File: src/rtl/uart_rx_drain_ctrl.sv
`default_nettype none
// ============================================================================
//  Module      : uart_rx_drain_ctrl
//  Description : Drains the UART receive FIFO, packs bytes little-endian into
//                32-bit words and writes them to a circular buffer in memory
//                through a valid/ready write port. A partially filled word is
//                flushed after a programmable idle timeout or when the drain
//                is disabled.
//  Revision    : 1.0 - initial release
// ============================================================================
module uart_rx_drain_ctrl #(
    parameter int ADDR_W = 32,
    parameter int CNT_W  = 16
) (
    input  logic              clk,
    input  logic              rst_n,
    input  logic              en_i,
    input  logic [ADDR_W-1:0] base_addr_i,
    input  logic [CNT_W-1:0]  len_words_i,
    input  logic [15:0]       timeout_i,
    input  logic              rx_fifo_empty_i,
    input  logic [7:0]        rx_fifo_data_i,
    output logic              rx_fifo_read_o,
    output logic              wr_valid_o,
    input  logic              wr_ready_i,
    output logic [ADDR_W-1:0] wr_addr_o,
    output logic [31:0]       wr_data_o,
    output logic [3:0]        wr_be_o,
    output logic [CNT_W-1:0]  word_cnt_o,
    output logic              wrap_o,
    output logic              busy_o
);

    // ------------------------------------------------------------------------
    // State encoding
    // ------------------------------------------------------------------------
    localparam logic [1:0] c_IDLE  = 2'd0;
    localparam logic [1:0] c_FILL  = 2'd1;
    localparam logic [1:0] c_WRITE = 2'd2;

    // ------------------------------------------------------------------------
    // Registers
    // ------------------------------------------------------------------------
    logic [1:0]        r_state;
    logic [ADDR_W-1:0] r_addr;       // byte address of the word being built
    logic [CNT_W-1:0]  r_ring_idx;   // word slot within the ring
    logic [CNT_W-1:0]  r_word_cnt;   // words written since enable
    logic [1:0]        r_byte_idx;   // next byte lane to fill
    logic [15:0]       r_idle_cnt;   // empty-FIFO clocks since the last pop
    logic [31:0]       r_pack;       // word under construction
    logic [3:0]        r_be;         // lanes already filled
    logic              r_wrap;       // one-cycle wrap indication

    // ------------------------------------------------------------------------
    // Combinational helpers
    // ------------------------------------------------------------------------
    logic [1:0]        w_state_nxt;
    logic [ADDR_W-1:0] w_base_al;
    logic [CNT_W-1:0]  w_last_idx;
    logic              w_pop;
    logic              w_hs;
    logic              w_ring_end;
    logic              w_timeout_hit;
    logic              w_cnt_max;
    logic              w_unused_base;

    // The ring base is always treated as word aligned.
    assign w_base_al     = {base_addr_i[ADDR_W-1:2], 2'b00};
    assign w_unused_base = ^base_addr_i[1:0];

    // A zero length behaves as a one-word ring.
    assign w_last_idx = (len_words_i == '0) ? '0 : (len_words_i - CNT_W'(1));

    // Bytes are only taken while filling and enabled; the FIFO is
    // first-word-fall-through so the head byte is captured on this edge.
    assign w_pop = (r_state == c_FILL) && !rx_fifo_empty_i && en_i;

    // Write handshake: request is held until accepted.
    assign w_hs = (r_state == c_WRITE) && wr_ready_i;

    // Length is sampled live; a ring shortened below the current slot wraps
    // on the next write rather than running on until the index rolls over.
    assign w_ring_end = (r_ring_idx >= w_last_idx);

    // Compare against the pre-increment count so that a timeout of N yields
    // the flush after exactly N idle clocks.
    assign w_timeout_hit = (timeout_i != 16'd0) &&
                           (r_idle_cnt == (timeout_i - 16'd1));

    assign w_cnt_max = &r_word_cnt;

    // ------------------------------------------------------------------------
    // Outputs
    // ------------------------------------------------------------------------
    assign rx_fifo_read_o = w_pop;
    assign wr_valid_o     = (r_state == c_WRITE);
    assign wr_addr_o      = r_addr;
    assign wr_data_o      = r_pack;
    assign wr_be_o        = r_be;
    assign word_cnt_o     = r_word_cnt;
    assign wrap_o         = r_wrap;
    assign busy_o         = (r_state != c_IDLE);

    // Next-state decode for the drain sequencer.
    always_comb begin
        w_state_nxt = r_state;
        case (r_state)
            c_IDLE: begin
                if (en_i) begin
                    w_state_nxt = c_FILL;
                end
            end
            c_FILL: begin
                if (!en_i) begin
                    // Disabling flushes any partial word before going idle.
                    w_state_nxt = (r_byte_idx != 2'd0) ? c_WRITE : c_IDLE;
                end else if (w_pop && (r_byte_idx == 2'd3)) begin
                    w_state_nxt = c_WRITE;
                end else if (rx_fifo_empty_i && (r_byte_idx != 2'd0) && w_timeout_hit) begin
                    w_state_nxt = c_WRITE;
                end
            end
            c_WRITE: begin
                if (wr_ready_i) begin
                    w_state_nxt = en_i ? c_FILL : c_IDLE;
                end
            end
            default: begin
                w_state_nxt = c_IDLE;
            end
        endcase
    end

    // State register.
    always_ff @(posedge clk or negedge rst_n) begin
        if (!rst_n) begin
            r_state <= c_IDLE;
        end else begin
            r_state <= w_state_nxt;
        end
    end

    // Byte packing, lane enables and idle timer.
    always_ff @(posedge clk or negedge rst_n) begin
        if (!rst_n) begin
            r_pack     <= '0;
            r_be       <= '0;
            r_byte_idx <= '0;
            r_idle_cnt <= '0;
        end else begin
            case (r_state)
                c_IDLE: begin
                    if (en_i) begin
                        r_pack     <= '0;
                        r_be       <= '0;
                        r_byte_idx <= '0;
                        r_idle_cnt <= '0;
                    end
                end
                c_FILL: begin
                    if (w_pop) begin
                        r_pack[{r_byte_idx, 3'b000} +: 8] <= rx_fifo_data_i;
                        r_be[r_byte_idx]                  <= 1'b1;
                        r_byte_idx                        <= r_byte_idx + 2'd1;
                        r_idle_cnt                        <= '0;
                    end else if (en_i && (r_byte_idx != 2'd0)) begin
                        // Only a partially built word ages toward a flush.
                        r_idle_cnt <= r_idle_cnt + 16'd1;
                    end else begin
                        r_idle_cnt <= '0;
                    end
                end
                c_WRITE: begin
                    if (wr_ready_i) begin
                        r_pack     <= '0;
                        r_be       <= '0;
                        r_byte_idx <= '0;
                        r_idle_cnt <= '0;
                    end
                end
                default: begin
                    r_pack     <= '0;
                    r_be       <= '0;
                    r_byte_idx <= '0;
                    r_idle_cnt <= '0;
                end
            endcase
        end
    end

    // Ring address, slot index, word counter and wrap pulse.
    always_ff @(posedge clk or negedge rst_n) begin
        if (!rst_n) begin
            r_addr     <= '0;
            r_ring_idx <= '0;
            r_word_cnt <= '0;
            r_wrap     <= 1'b0;
        end else begin
            r_wrap <= 1'b0;
            if ((r_state == c_IDLE) && en_i) begin
                r_addr     <= w_base_al;
                r_ring_idx <= '0;
                r_word_cnt <= '0;
            end else if (w_hs) begin
                if (!w_cnt_max) begin
                    r_word_cnt <= r_word_cnt + CNT_W'(1);
                end
                if (w_ring_end) begin
                    r_addr     <= w_base_al;
                    r_ring_idx <= '0;
                    r_wrap     <= 1'b1;
                end else begin
                    r_addr     <= r_addr + ADDR_W'(4);
                    r_ring_idx <= r_ring_idx + CNT_W'(1);
                end
            end
        end
    end

endmodule
`default_nettype wire

File: config.mk
export PLATFORM = sky130hd
export DESIGN_NAME = uart_rx_drain_ctrl
export DESIGN_NICKNAME = d
export VERILOG_FILES = /design/src/rtl/uart_rx_drain_ctrl.sv
export SDC_FILE = /design/constraint.sdc
export NUM_CORES = 1
export LEC_CHECK = 0
export BUFFER_PORTS_ARGS = -buffer_cell sky130_fd_sc_hd__buf_2
export CAP_MARGIN = 0
export CORE_ASPECT_RATIO = 1.25
export CORE_MARGIN = 1.5
export CORE_UTILIZATION = 50
export DETAILED_ROUTE_END_ITERATION = 8
export HOLD_SLACK_MARGIN = 0.1
export PLACE_DENSITY = 0.9
export SETUP_SLACK_MARGIN = 0.4
export SYNTH_ARGS = -nofsm -noshare
export SYNTH_HDL_FRONTEND = slang
export SYNTH_SLANG_ARGS = --single-unit
File: constraint.sdc
create_clock -name clk -period 2.7 [get_ports clk]
set_clock_uncertainty 0.2 [all_clocks]
set_input_delay 0.27 -clock clk [delete_from_list [all_inputs] [get_ports clk]]
set_output_delay 0.27 -clock clk [all_outputs]
set_load 0.02 [all_outputs]
---- After elaboration in Yosys (flattened, before gate mapping) ----
Index checks and enable logic that the tools add are counted.
cells by class
  add/subtract/negate cells ............... 8
  magnitude comparators ................... 3
  eq/ne operators ......................... 9
  shift operators ......................... 2
  muxes and demuxes ....................... 41
  bitwise logic cells ..................... 1
  reduce and logical (&&, ||, !) cells .... 22
operators by type and width
  kind                                                                     number
  32-bit 2-to-1 mux                                                        6
  16-bit 2-to-1 mux                                                        11
  32-bit one-hot mux with 3 select lines                                   1
  16-bit by 1-bit adder with 16-bit output (second input constant)         3
  16-bit one-hot mux with 3 select lines                                   1
  32-bit by 3-bit adder with 32-bit output (second input constant)         1
  32-bit bitwise mux                                                       1
  8-bit by 7-bit variable shift with 32-bit output (first input constant)  1
  8-bit by 7-bit indexed part select with 32-bit output                    1
  16-bit by 1-bit subtractor with 16-bit output (second input constant)    2
  2-bit 2-to-1 mux                                                         9
  16-bit equality test                                                     1
  16-bit greater-or-equal comparator                                       1
  16-bit zero test                                                         1
  16-bit AND reduction                                                     1
  16-bit nonzero test                                                      1
  4-bit 2-to-1 mux                                                         3
  2-bit one-hot mux with 3 select lines                                    2
  4-bit one-hot mux with 3 select lines                                    1
  1-bit logical AND                                                        10
  5-bit negation with 7-bit output                                         1
  3-bit AND reduction                                                      2
  2-bit nonzero test                                                       3
  1-bit 2-to-1 mux                                                         5
  13 further kinds                                                         17
storage, ports and cells
  register bits after elaboration ......... 121
  input bits .............................. 77
  output and inout bits ................... 88
  word-level logic and storage cells ...... 95

---- Longest topological paths before layout ----
Gate-level depths: netlist of the first run.
  depth in word-level cells ............... 8
  depth in mapped cells ................... 16
  mapped depth without buffers ............ 14

---- Least setup slack after synthesis of the first run ----
Ideal clock, no wire load.
  path kind ............................... input -> register
  start ................................... input port len_words_i[9]
  end ..................................... register r_addr[31], in the netlist wr_addr_o[31]
  arrival ................................. 3,505 ps
  data required time ...................... 2,363 ps
  setup slack ............................. -1,142 ps
  stages .................................. 14
  path through ............................ or4_1 -> or3_1 -> nor4_2 -> nand2_1 -> buf_2 -> nand2_1 -> ha_1 -> a2111oi_0 -> nor3_1 -> a21oi_1 -> o21ai_1 -> or4_1 -> o21ai_1 -> a21oi_1
between the ends
  longest elaborated chain between the ends .. 6
  elaborated cells on any way between the ends .. 7
  classes of those cells .................. 1 x add/sub; 1 x order compare; 4 x mux; 1 x reduce/logical
ends and longest elaborated chain
  what                                                                                      RTL line  RTL
  from (decl)                                                                               19        input logic [CNT_W-1:0] len_words_i,
  16-bit by 1-bit subtractor with 16-bit output / 16-bit zero test (equally long branches)  72        assign w_last_idx = (len_words_i == '0) ? '0 : (len_words_i - CNT_W'(1));
  16-bit 2-to-1 mux (*)                                                                     72
  16-bit greater-or-equal comparator (*)                                                    83        assign w_ring_end = (r_ring_idx >= w_last_idx);
  32-bit 2-to-1 mux (*)                                                                     208       if (w_ring_end) begin
  32-bit 2-to-1 mux (*)                                                                     204       end else if (w_hs) begin
  32-bit 2-to-1 mux (*)                                                                     200       if ((r_state == c_IDLE) && en_i) begin
  to (signal assigned)                                                                      201       r_addr <= w_base_al;
  to (signal assigned)                                                                      209       r_addr <= w_base_al;
  to (signal assigned)                                                                      213       r_addr <= r_addr + ADDR_W'(4);
  to (decl)                                                                                 45        logic [ADDR_W-1:0] r_addr;
Every way passes the cells marked *; elsewhere a longest branch is shown, timed or not. The select of a mux whose other input is x is not followed.
A chain may end at the register's enable or synchronous reset.

---- Worst setup path after layout of the first run ----
  start ................................... input port len_words_i[9]
  end ..................................... register r_addr[25], in the netlist wr_addr_o[25]
Same word-level chain as after synthesis.

==> results of run 1 <==
-- layout make-up --
cell class | count | area share [%]
multi-input combinational | 701 | 44.3
sequential | 119 | 29.3
timing repair buffer | 264 | 17.8
clock buffer | 18 | 4.31
tap | 178 | 2.19
clock inverter | 14 | 1.36
inverter | 22 | 0.811
-- cells by family after synthesis --
logic type      after synthesis  synth area share (%)
simple gates                377                  25.0
compound gates              245                  19.7
flops                       119                  40.9
buf+inv                      65                  3.64
xor+xnor                     45                  5.41
fa+ha+maj                    28                  4.81
mux                           4                 0.567
other cells                   1                0.0515
-- worst register-to-register path: cells and delay by family (launching register included) --
kind | cells | cell delay, ns
buffers and inverters | 1 | 0.20
adders and majority gates | 1 | 0.24
DFF | 1 | 0.42
and+or+nand+nor | 5 | 1.29
AOI/OAI and AO/OA | 2 | 0.35
-- metal layers --
metal  routed length, um  up-vias  global-route usage [%]
met5                   0        -                       0
met4                1240        0                    16.2
met3                1620      131                    4.81
met2               11500      461                    49.0
met1                9000     3744                    32.8
li1                    -     3669                       -
-- stage by stage --
step           std cells  hold WS (ns)
2_1_floorplan        885        -0.226
3_3_place_gp        1229        0.0664
3_5_place_dp        1229        0.0687
4_1_cts             1307         0.122
5_1_grt             1316         0.158
6_report            1316         0.138
-- state kept, by name, summed over array words and instances, names as in the netlist --
signal,count
r_byte_idx,2
r_idle_cnt,16
r_ring_idx,16
r_state,2
word_cnt_o,16
wr_addr_o,30
wr_be_o,4
wr_data_o,32
wrap_o,1
-- worst max-delay path by stage --
| stage | start | endpoint | slack, ns |
|---|---|---|---|
| after floorplan | len_words_i[9] | wr_addr_o[31] | -0.99 |
| after global placement | len_words_i[9] | wr_addr_o[31] | -1.20 |
| after detailed placement | len_words_i[9] | wr_addr_o[4] | -1.30 |
| after CTS | len_words_i[9] | wr_addr_o[31] | -0.68 |
| after global routing | len_words_i[7] | wr_addr_o[23] | -1.00 |
| final | len_words_i[9] | wr_addr_o[25] | -0.80 |
-- timing repair --
| item | CTS | global route |
|---|---|---|
| gates resized for setup | 29 | 72 |
| buffers inserted | 3 | 6 |
| pin swaps | 6 | 15 |
| cloned | 1 | 3 |
| hold buffers | 42 | 0 |
| endpoints found under the setup margin | 55 | 93 |
| hold endpoints to repair | 164 | 0 |
-- power by group through the flow --
| stage | logic (uW) | clock network [uW] | registers (uW) |
|---|---|---|---|
| final | 3430 | 2220 | 2620 |
| after global routing | 3690 | 2320 | 2640 |
| after CTS | 2970 | 2240 | 2550 |
| after detailed placement | 2850 | 0 | 2570 |
| after global placement | 2770 | 0 | 2560 |
| after floorplan | 1540 | 0 | 2870 |
-- cells in the final DEF (no fill, tap or decap), drive strengths merged, types with 17 or more instances in the layout --
cell type	instances
nand3	43
nand2	138
a21oi	77
inv	29
xor2	28
o21ai	99
clkbuf	21
dfrtp	119
buf	219
nand4	19
nor2	74
ha	28
nor3	21
dlygate4sd3	42
xnor2	17
and3	20
==> reports/results.txt, run 1 <==
The flow ran to the end, but the final reports show violations. The final reports fail on negative setup slack. For this block, the routed nets add up to 23400 um of wire. The number of cells on the critical path is 14, and the clock share of power is 26.9%. For the antenna diode count, the log shows 0. The total congestion overflow was 0. After detailed routing, the number of vias per cell comes to 6.08. Grouping stages by cell kind, the critical path spends the most delay in compound AO/OA/AOI/OAI gates. For the pin with the worst max-slew slack, the measured transition is 0.680 ns. The multi-input combinational cells in the finished layout cover a total of 4510 um^2. The final clock period utilization by the worst path came out at 130%. The congestion estimate from routability-driven global placement came to 0.918. Of all cell types, the one taking the most synthesized area is dfrtp_1. The number of violations reported at the end of detailed-routing iteration 0 came out at 808. On the critical path, the stage with the largest delay is an instance of or4_4. The commonest cells after synthesis are 138 x nand2_1, 119 x dfrtp_1, 86 x o21ai_0, 77 x a21oi_1, 73 x nor2_1. In this run the worst hold path is classified as input pin to flip-flop. TritonCTS built the clock tree. The layout has 1032 filler cells. After synthesis the netlist holds a flip-flop and latch count of 119. Measured along the y axis, the die boundary spans 138 um.

The clock slew at the register clock pins of the worst setup and hold paths is 0.06 ns. The tools report the end point of the worst hold path as r_state[1]. Entering global routing, the biggest net connects 64 pins.

Summing all placed instances gives a cell area of 8630 um^2. Setup repair after global routing could not meet its margin everywhere. The detail route stage leaves a number of antenna-violating nets equal to 0. The buffer and inverter count on the worst path was 2; the number of iterations in the first detailed-routing pass was 6. The final worst setup slack is -0.802 ns, and the combinational share of power is 41.5%. The run gives 14200 um as the HPWL reported at the end of detailed placement. Sequential fraction of design power: 31.6%. The setup path with the least slack is of type input pin to flip-flop. The cell with the most instances on the worst path was a21oi_1. The count of pins on the block boundary was 165. The most common cell in the synthesized netlist is nand2_1. The buffer levels on the longest clock path was 2. The tools report the clock buffer count from CTS as 17.

Endpoint of the worst register-to-register path: wr_addr_o[30]. The tools report the element type at the critical path end as a flip-flop. The relative slew slack is 54.7%, and the register-to-register path setup slack is -0.08 ns. The count of cells along the worst register-to-register path is 9. The power per unit of standard cell area works out to 812 nW/um^2.

In this run the core area contains 49 standard-cell rows. The number of instances in the synthesized netlist was 884. For this design, the sink count on the clock tree is 119. For this block, the via count after detailed routing is 8005. The synthesized design contains 0 enable-type register cells. The number of antenna violations at the first check in global routing came out at 0. The yosys synthesis warning count is 0. In this run the biggest area consumer among cell types represents 40.9% of the synthesized area.

The number of levels in the clock H-tree was 4; the maximum clock frequency was 286 MHz. The tools report the count of final max-slew check failures as 0. The maximum fanout along the worst path came out at 8. The signed area change from the synthesized netlist to the final layout was 39.8%. The first-pass GRT wire length is 34900 um.

Across the whole layout, storage elements account for 2980 um^2. The final setup violation count is 47, and the average detailed-routed wire length per instance is 17.8 um. The final setup TNS was -32.18 ns.

Yosys attributes the largest share of cell area to dfrtp_1 41%, nand2_1 7.1%, o21ai_0 5.9%. The run gives 40.9% as the proportion of synthesized chip area in sequential cells. In the synthesized netlist the dominant register cell turns out to be dfrtp_1. The final net count is 1230. OpenSTA, run right after detailed placement, puts the worst setup slack at -1.30 ns. The synthesized netlist contains 66 unique library cells.

The final count of hold timing violations came out at 0. In this run the power spent charging and discharging nets is 3570 uW. Area enclosed by the die boundary: 15300 um^2. The worst path arrival time was 3.59 ns; the share of the core filled with cells in the final layout was 71.3%. The number of input and output port buffers inserted is 160.

The worst register-to-register path begins at wr_addr_o[2]. The fraction of power spent switching nets is 43.1%, and the average cell area after synthesis is 8.24 um^2. For the combined global-route utilization of all metal layers, the log shows 28.0%. The tools report the critical path startpoint category as an input pin. The run gives 0.00466 uW as the total leakage power. The tools report the startpoint of the worst hold path as en_i.

The reported max-cap violation count is 0. For this run, the slowest stage of the critical path takes 0.53 ns. Power comes to 8270 uW.

Clock latency on the worst-skew pair, taken at its later pin, is 0.43 ns. The tree is rooted in a clkbuf_16. The internal power of the cells totals 4700 uW. The die is 111 um wide. The final standard cell area without fillers is 10200 um^2, and the number of global-route vias before repair is 7427. The time the worst path needs with I/O delays and setup came out at 3.50 ns. Walking the worst path, the cells encountered are buf_6 -> or4_4 -> or3_4 -> nor4_4 -> a22o_1 -> ha_4 -> a2111oi_4 -> o21ai_1 -> a21oi_2 -> o21a_4 -> clkbuf_16 -> o21ai_0 -> a21oi_1 -> a21oi_1. The peak supply drop came out at 648 uV.

Cells with a size suffix above 1 make up 30.3% of the layout. For the data required time at the worst endpoint, the log shows 2.79 ns. The area of the placeable core was 14300 um^2; the residual DRC count was 0.

The cell depth of the worst hold path is 4, and the initial core utilization is 51.0%. After synthesis, the share of flip-flops with an asynchronous set or reset is 100%. In this run the cell area of the synthesized design comes to 7280 um^2.
No activity file was read; power rests on OpenSTA's default activity.
==> run 2, diff against run 1 <==
--- a/config.mk
+++ b/config.mk
@@ -13,6 +13,7 @@
 export DETAILED_ROUTE_END_ITERATION = 8
 export HOLD_SLACK_MARGIN = 0.1
 export PLACE_DENSITY = 0.9
+export RECOVER_POWER = 25
 export SETUP_SLACK_MARGIN = 0.4
 export SYNTH_ARGS = -nofsm -noshare
 export SYNTH_HDL_FRONTEND = slang
==> run 2 against run 1 <==
Compared with the run above: the flow still finishes with violations (negative setup slack); global-route usage did not move; die area did not move; non-clock buffer count did not move; register-to-register slack barely moved; via count fell by 0.54%; clock power barely moved; sequential power barely moved; sequential share of layout area rose by 0.051 points; critical path type unchanged; largest power group unchanged.
==> reports/results.txt, run 2 (synthesis gave the netlist of run 1 again) <==
The flow ran to the end, but the final reports show violations. The final reports fail on negative setup slack. The biggest cell delay along the critical path came out at 0.53 ns (about the same). The worst hold path terminates at r_state[1]. The run gives 51.0% (unchanged) as the initial core utilization. Startpoint of the worst hold path: en_i.

The cell depth of the worst hold path was 4 (unchanged); the clock buffer count from CTS was 17 (unchanged). The final setup violation count is 47 (unchanged), and the peak supply drop is 644 uV (-0.57%). The flip-flop count of the largest register after layout was 32 (unchanged).

The critical path goes through buf_6 -> or4_4 -> or3_4 -> nor4_4 -> a22o_1 -> ha_4 -> a2111oi_4 -> o21ai_1 -> a21oi_2 -> o21a_4 -> buf_12 -> nand4_1 -> o21ai_2 -> a21oi_1. Number of iterations in the first detailed-routing pass: 6 (unchanged). The clock slew at the register clock pins of the worst setup and hold paths was 0.06 ns (about the same); the pre-CTS worst setup slack was -1.30 ns (unchanged). The clock net sink count was 119 (unchanged); the first-pass GRT wire length was 34900 um (unchanged). The power per unit of standard cell area works out to 811 nW/um^2 (-0.10%). The average detailed-routed wire length per instance is 17.6 um (-0.68%). The run gives 8240 uW (-0.27%) as the post-route total power.

Final worst setup slack: -0.795 ns (+0.00636 ns). For the final net count, the log shows 1230 (unchanged). The final clock period utilization by the worst path works out to 129% (-0.24 points). The number of levels in the clock H-tree is 4 (unchanged). The proportion of layout cells with a drive suffix above 1 came out at 30.3% (unchanged). For the relative slew slack, the log shows 38.8% (-16 points).

The buffer levels on the longest clock path is 2 (unchanged). Critical path startpoint category: an input pin. The area of the placeable core is 14300 um^2 (unchanged), and the row count is 49 (unchanged). The run gives 165 (unchanged) as the count of pins on the block boundary. TritonCTS built the clock tree. In this run the worst hold path is classified as input pin to flip-flop. The final count of hold timing violations was 0 (unchanged); the detailed-route vias per instance was 6.05 (-0.54%). The maximum clock frequency came out at 286 MHz (+0.18%).

The origin of the critical flop-to-flop path is wr_addr_o[2]. For the number of global-route vias before repair, the log shows 7427 (unchanged). The HPWL reported at the end of detailed placement was 14200 um (unchanged). Time the worst path needs with I/O delays and setup: 3.50 ns (-0.00636 ns). The count of final max-slew check failures was 0 (unchanged); the final-layout worst hold slack was 0.138 ns (-0.000362 ns). Startpoint of the worst setup timing path: len_words_i[9]. The number of violations reported at the end of detailed-routing iteration 0 came out at 904 (+12%).

The routed via count came out at 7962 (-0.54%). The library cell used most frequently in the layout, excluding fill and tap cells, is buf_2. The count of cells along the worst register-to-register path was 9 (unchanged). The endpoint of the worst register-to-register path was wr_addr_o[30]. The run gives 1229 (unchanged) as the cell count after placement. Wire length after detailed routing: 23200 um (-0.68%). For the largest net degree at the start of global routing, the log shows 64 (unchanged). For the combined global-route utilization of all metal layers, the log shows 28.0% (unchanged).

The share of the core filled with cells in the final layout was 71.2% (-0.12 points). The maximum fanout along the worst path was 8 (unchanged); the number of antenna violations at the first check in global routing was 0 (unchanged). The top cell types in the final layout, fill and taps aside, are 158 x buf_2, 134 x nand2_1, 118 x dfrtp_1. Element type at the critical path end: a flip-flop. Buffer and inverter count on the worst path: 2 (unchanged).

Family with the most delay on the worst path: compound AO/OA/AOI/OAI gates. For the reported max-cap violation count, the log shows 0 (unchanged). The number of input and output port buffers inserted is 160 (unchanged).

The register-to-register path setup slack is -0.07 ns (about the same). Relative to the synthesized area, the layout overhead comes to 39.6%. Setup repair after global routing could not meet its margin everywhere.

The total congestion overflow was 0 (unchanged); the source-to-sink clock delay at the later pin of the worst-skew pair was 0.42 ns (about the same). The chip width came out at 111 um (unchanged). Post-route non-filler standard cell count: 1316 (unchanged). The number of cells on the critical path is 14 (unchanged), and the data required time at the worst endpoint is 2.80 ns (about the same). The final antenna-violating net count is 0 (unchanged). The vertical extent of the die came out at 138 um (unchanged). Root buffer selected by CTS: clkbuf_16.

The global placement routability congestion was 0.918 (unchanged); the antenna diode count was 0 (unchanged). The cell with the largest stage delay on the worst path was or4_4. The actual transition at the worst max-transition pin is 0.917 ns (+0.237 ns). The worst path arrival time is 3.59 ns (about the same). Area enclosed by the die boundary: 15300 um^2 (unchanged). Residual DRC count: 0 (unchanged).

By startpoint and endpoint, the worst setup path is classified as input pin to flip-flop. The total leakage power is 0.00466 uW (-0.13%).
## run 2: cell types whose count changed in the layout (fill, tap and decap cells not counted), sizes merged
cell / change
buf: -3
clkbuf: +3
## run 2: worst register-to-register path: cells and delay by family, from the launching register on
family          cells  cell delay [ns]
compound gates      2             0.36
fa+ha+maj           1             0.24
buf+inv             1             0.20
flops               1             0.42
simple gates        5             1.26
## run 2: area by class of cell
type / count / area [um^2]
Multi-Input combinational cell: 701 / 4510
Fill cell: 1033 / 4120
Sequential cell: 119 / 2980
Timing Repair Buffer: 264 / 1790
Clock buffer: 18 / 439
Tap cell: 178 / 223
Clock inverter: 14 / 139
Inverter: 22 / 82.6
## run 2: timing repair
item                                    4_1_cts  5_1_grt
gates resized for setup                      29       72
hold endpoints to repair                    164        0
hold buffers                                 42        0
pin swaps                                     6       15
gates cloned                                  1        3
setup buffers                                 3        6
endpoints found under the setup margin       55       93
## run 2: worst max-delay path by stage
stage	end	slack, ns
global placement	wr_addr_o[31]	-1.20
CTS	wr_addr_o[31]	-0.68
detailed placement	wr_addr_o[4]	-1.30
finish	wr_addr_o[28]	-0.80
global route	wr_addr_o[23]	-1.00
floorplan	wr_addr_o[31]	-0.99
## run 2: stage by stage
step | instance area [um^2] | TNS [ns]
after CTS | 9760 | -26.66
after floorplan | 7450 | -39.59
after global placement | 8630 | -50.49
after detailed placement | 8630 | -54.99
after global routing | 10200 | -36.87
final | 10200 | -31.84
## run 2: metal layers
layer	share of wire (%)	routed length, um	track usage [%]	vias up
li1	-	-	-	3668
met1	39	8980	32.8	3759
met2	50	11500	49.0	406
met3	6.2	1440	4.81	129
met4	5.4	1250	16.2	0
met5	0	0	0	-
## run 2: report_power, final
part           switching [uW]  internal [uW]  total (uW)  leakage [uW]
Sequential                473           2140        2610       0.00156
Combinational            2160           1250        3410       0.00282
Clock                     912           1310        2220      0.000277
==> run 3, diff against run 2 <==
--- a/config.mk
+++ b/config.mk
@@ -7,9 +7,10 @@
 export LEC_CHECK = 0
 export BUFFER_PORTS_ARGS = -buffer_cell sky130_fd_sc_hd__buf_2
 export CAP_MARGIN = 0
-export CORE_ASPECT_RATIO = 1.25
+export CORE_ASPECT_RATIO = 0.6
 export CORE_MARGIN = 1.5
 export CORE_UTILIZATION = 50
+export CTS_CLUSTER_SIZE = 10
 export DETAILED_ROUTE_END_ITERATION = 8
 export HOLD_SLACK_MARGIN = 0.1
 export PLACE_DENSITY = 0.9
==> run 3 against run 2 <==
Compared with the run above: the run ends with max-capacitance violations, max-slew violations, negative setup slack left; routed wire length is 13% higher; utilization up 4.8 points; via count grew 5.9%; global-route usage rose by 2.0 points; die area grew 0.12%; register-to-register slack got worse by 0.13 ns; hold slack worse by 0.047 ns; count of clock-buffer cells in the layout stayed put; critical path type unchanged; largest cell class unchanged; largest power group unchanged.
==> reports/results.txt, run 3 (synthesis gave the netlist of run 1 again) <==
The run finished, with violations left. The final reports fail on max-capacitance violations, max-slew violations, negative setup slack. The tools report the filler cell count as 914 (-12%).

The number of antenna violations at the first check in global routing is 0 (unchanged), and the clock buffer count from CTS is 17 (unchanged). The critical path class is input pin to flip-flop. The count of cells along the worst register-to-register path was 10 (+1). The number of global-route vias before repair was 7224 (-2.7%); the clock slew at the register clock pins of the worst setup and hold paths was 0.06 ns (about the same). The run gives 43.2% (+1.8 points) as the combinational share of power.

The buffer levels on the longest clock path came out at 2 (unchanged). Fraction of power spent switching nets: 42.4% (-0.62 points). The worst path arrival time was 3.69 ns (+0.10 ns).

The initial core utilization is 52.3% (+1.4 points), and the count of pins on the block boundary is 165 (unchanged). The power per unit of standard cell area came out at 821 nW/um^2 (+1.2%). The routed via count is 8429 (+5.9%). The critical path startpoint category was an input pin. Setup repair after global routing could not meet its margin everywhere. The first-pass GRT wire length came out at 36700 um (+5.4%). The flip-flop count of the largest register after layout is 32 (unchanged), and the final standard cell area without fillers is 10600 um^2 (+3.9%). The run gives 0 (unchanged) as the final count of hold timing violations.

The number of levels in the clock H-tree is 4 (unchanged), and the register-to-register path setup slack is -0.20 ns (-0.13 ns). The area enclosed by the die boundary was 15300 um^2 (+0.12%); the instance area after placement was 8670 um^2 (+0.49%). The time the worst path needs with I/O delays and setup is 3.64 ns (+0.140 ns).

The logs give 2980 um^2 (+0.13%) for the area taken by flip-flops and latches and 1126 (+25%) for the number of violations reported at the end of detailed-routing iteration 0. The count of final max-slew check failures came out at 120 (+120). The switching power total is 3680 uW (+3.7%). Following the worst setup path forward leads to its endpoint at wr_addr_o[26].

Final net count: 1260 (+2.4%). The number of iterations in the first detailed-routing pass is 5 (-1). In this run the critical register-to-register path is launched from r_ring_idx[4].

The peak supply drop was 441 uV (-32%). The actual transition at the worst max-transition pin came out at 1.69 ns (+0.772 ns). The total congestion overflow is 0 (unchanged). Walking the worst path, the cells encountered are buf_6 -> or4_4 -> or3_4 -> nor4_4 -> buf_4 -> a22o_1 -> ha_4 -> a2111oi_4 -> nor3_2 -> a21oi_4 -> o21a_4 -> buf_6 -> nand2_4 -> o22ai_1 -> a21oi_1. The final clock period utilization by the worst path is 135% (+5.2 points), and the global placement routability congestion is 0.895 (-2.5%).

The maximum clock frequency is 275 MHz (-3.9%). The run gives 5000 uW (+6.3%) as the cell internal power dissipation. The cell count after placement is 1248 (+1.5%). TritonCTS built the clock tree. The tools report the final antenna-violating net count as 0 (unchanged). In this run the worst setup path begins at len_words_i[6]. The proportion of layout cells with a drive suffix above 1 was 32.2% (+1.9 points). On the critical path, the stage with the largest delay is an instance of or4_4. The relative slew slack was -12.7% (-51 points); the met3 routing resource usage after global routing was 6.57% (+1.8 points). Combined global-route utilization of all metal layers: 30.0% (+2.0 points).

In this design, the critical path's most frequently occurring cell is buf_6. The run gives 0 (unchanged) as the residual DRC count. The tools report the element type at the critical path end as a flip-flop. Compared with the post-synthesis result, the final layout area differs by 45.0%. The final-layout worst hold slack is 0.0902 ns (-0.0474 ns). Chip width: 159 um (+43%). The final setup violation count is 47 (unchanged). The clock net sink count came out at 119 (unchanged).

The post-route non-filler standard cell count was 1361 (+3.4%); the data required time at the worst endpoint was 2.75 ns (-0.05 ns). The tree is rooted in a clkbuf_16. The biggest cell delay along the critical path works out to 0.52 ns (about the same). The maximum fanout along the worst path is 7 (-1). The area occupied by multi-input gates is 4540 um^2 (+0.67%). In the layout the commonest cells are 158 x buf_2, 132 x nand2_1, 115 x dfrtp_1.

The run gives 0.00485 uW (+4.1%) as the total leakage power. The largest net degree at the start of global routing was 120 (+88%). The detailed-route vias per instance was 6.19 (+2.4%); the clock share of power was 26.8% (-0.2 points). Global-route layer with the greatest usage: met2.

Class of the worst hold path: input pin to flip-flop. The average detailed-routed wire length per instance was 19.3 um (+9.7%). The post-route total power is 8670 uW (+5.2%). The final worst setup slack was -0.936 ns (-0.140 ns); the area of the placeable core was 13900 um^2 (-2.6%). The reported max-cap violation count is 1 (+1), and the source-to-sink clock delay at the later pin of the worst-skew pair is 0.41 ns (about the same).

The library cell used most frequently in the layout, excluding fill and tap cells, is buf_2. Vertical extent of the die: 96.5 um (-30%). The endpoint identified for the worst register-to-register timing path is wr_addr_o[26].

The number of input and output port buffers inserted was 160 (unchanged); the row count was 33 (-33%). The tools report the global-route met2 utilization as 46.4% (-2.7 points). The logs give 42.2% (+9.4 points) for the global routing met1 resource utilization and 15000 um (+5.9%) for the HPWL reported at the end of detailed placement. The sequential fraction of design power was 30.0% (-1.7 points). Wire length after detailed routing: 26300 um (+13%).
## run 3: cell types whose count changed in the layout (fill, tap and decap cells not counted), sizes merged
cell           delta
clkdlybuf4s15     +1
buf              +28
diode             +1
nor2b             +1
bufinv            +1
inv               -1
## run 3: worst min path at each step
stage | cells past startpoint | end | slack [ns] | from
after floorplan | 0 | r_byte_idx[0] | -0.23 | rst_n
after global placement | 2 | wr_addr_o[12] | 0.22 | rst_n
after detailed placement | 2 | wr_addr_o[12] | 0.22 | rst_n
after CTS | 3 | word_cnt_o[12] | 0.16 | en_i
after global routing | 3 | r_state[0] | 0.11 | wr_ready_i
final | 3 | r_state[0] | 0.09 | wr_ready_i
## run 3: layout make-up
class / count / share of cell area [%]
Timing Repair Buffer: 293 / 20.0
Inverter: 22 / 0.782
Tap cell: 192 / 2.27
Sequential cell: 119 / 28.2
Antenna cell: 1 / 0.0237
Multi-Input combinational cell: 702 / 43.0
Clock inverter: 14 / 1.58
Clock buffer: 18 / 4.06
## run 3: worst max-delay path, delay by kind of cell
kind | cells | cell delay, ns
AOI/OAI and AO/OA | 6 | 1.44
adders and majority gates | 1 | 0.25
buffers and inverters | 3 | 0.46
and+or+nand+nor | 5 | 1.26
## run 3: per-layer routing
| metal | vias to the layer above | part of all wire (%) |
|---|---|---|
| met1 | 3994 | 42 |
| met4 | 0 | 3.1 |
| met3 | 107 | 10 |
| li1 | 3724 | - |
| met5 | - | 0 |
| met2 | 604 | 45 |
## run 3: power groups by stage
stage               sequential, uW  clock (uW)  combinational [uW]
finish                        2600        2330                3750
global route                  2640        2410                4000
CTS                           2550        2320                3080
detailed placement            2570           0                2850
global placement              2560           0                2770
floorplan                     2870           0                1540
## run 3: timing repair
action                                 4_1_cts  5_1_grt
gates resized for setup                     38       83
endpoints found under the hold margin      187        0
pin swaps                                   20       27
gates cloned                                 3        7
setup endpoints to repair                   53      103
buffers inserted                             8       20
hold buffers                                43        0
## run 3: metrics by stage
stage	utilization [%]	setup TNS, ns	worst slack [ns]
after CTS	71.3	-26.32	-0.671
after floorplan	-	-39.59	-0.992
after detailed placement	62.3	-56.25	-1.30
after global placement	62.3	-51.06	-1.21
final	75.9	-36.81	-0.936
after global routing	75.9	-39.40	-1.23
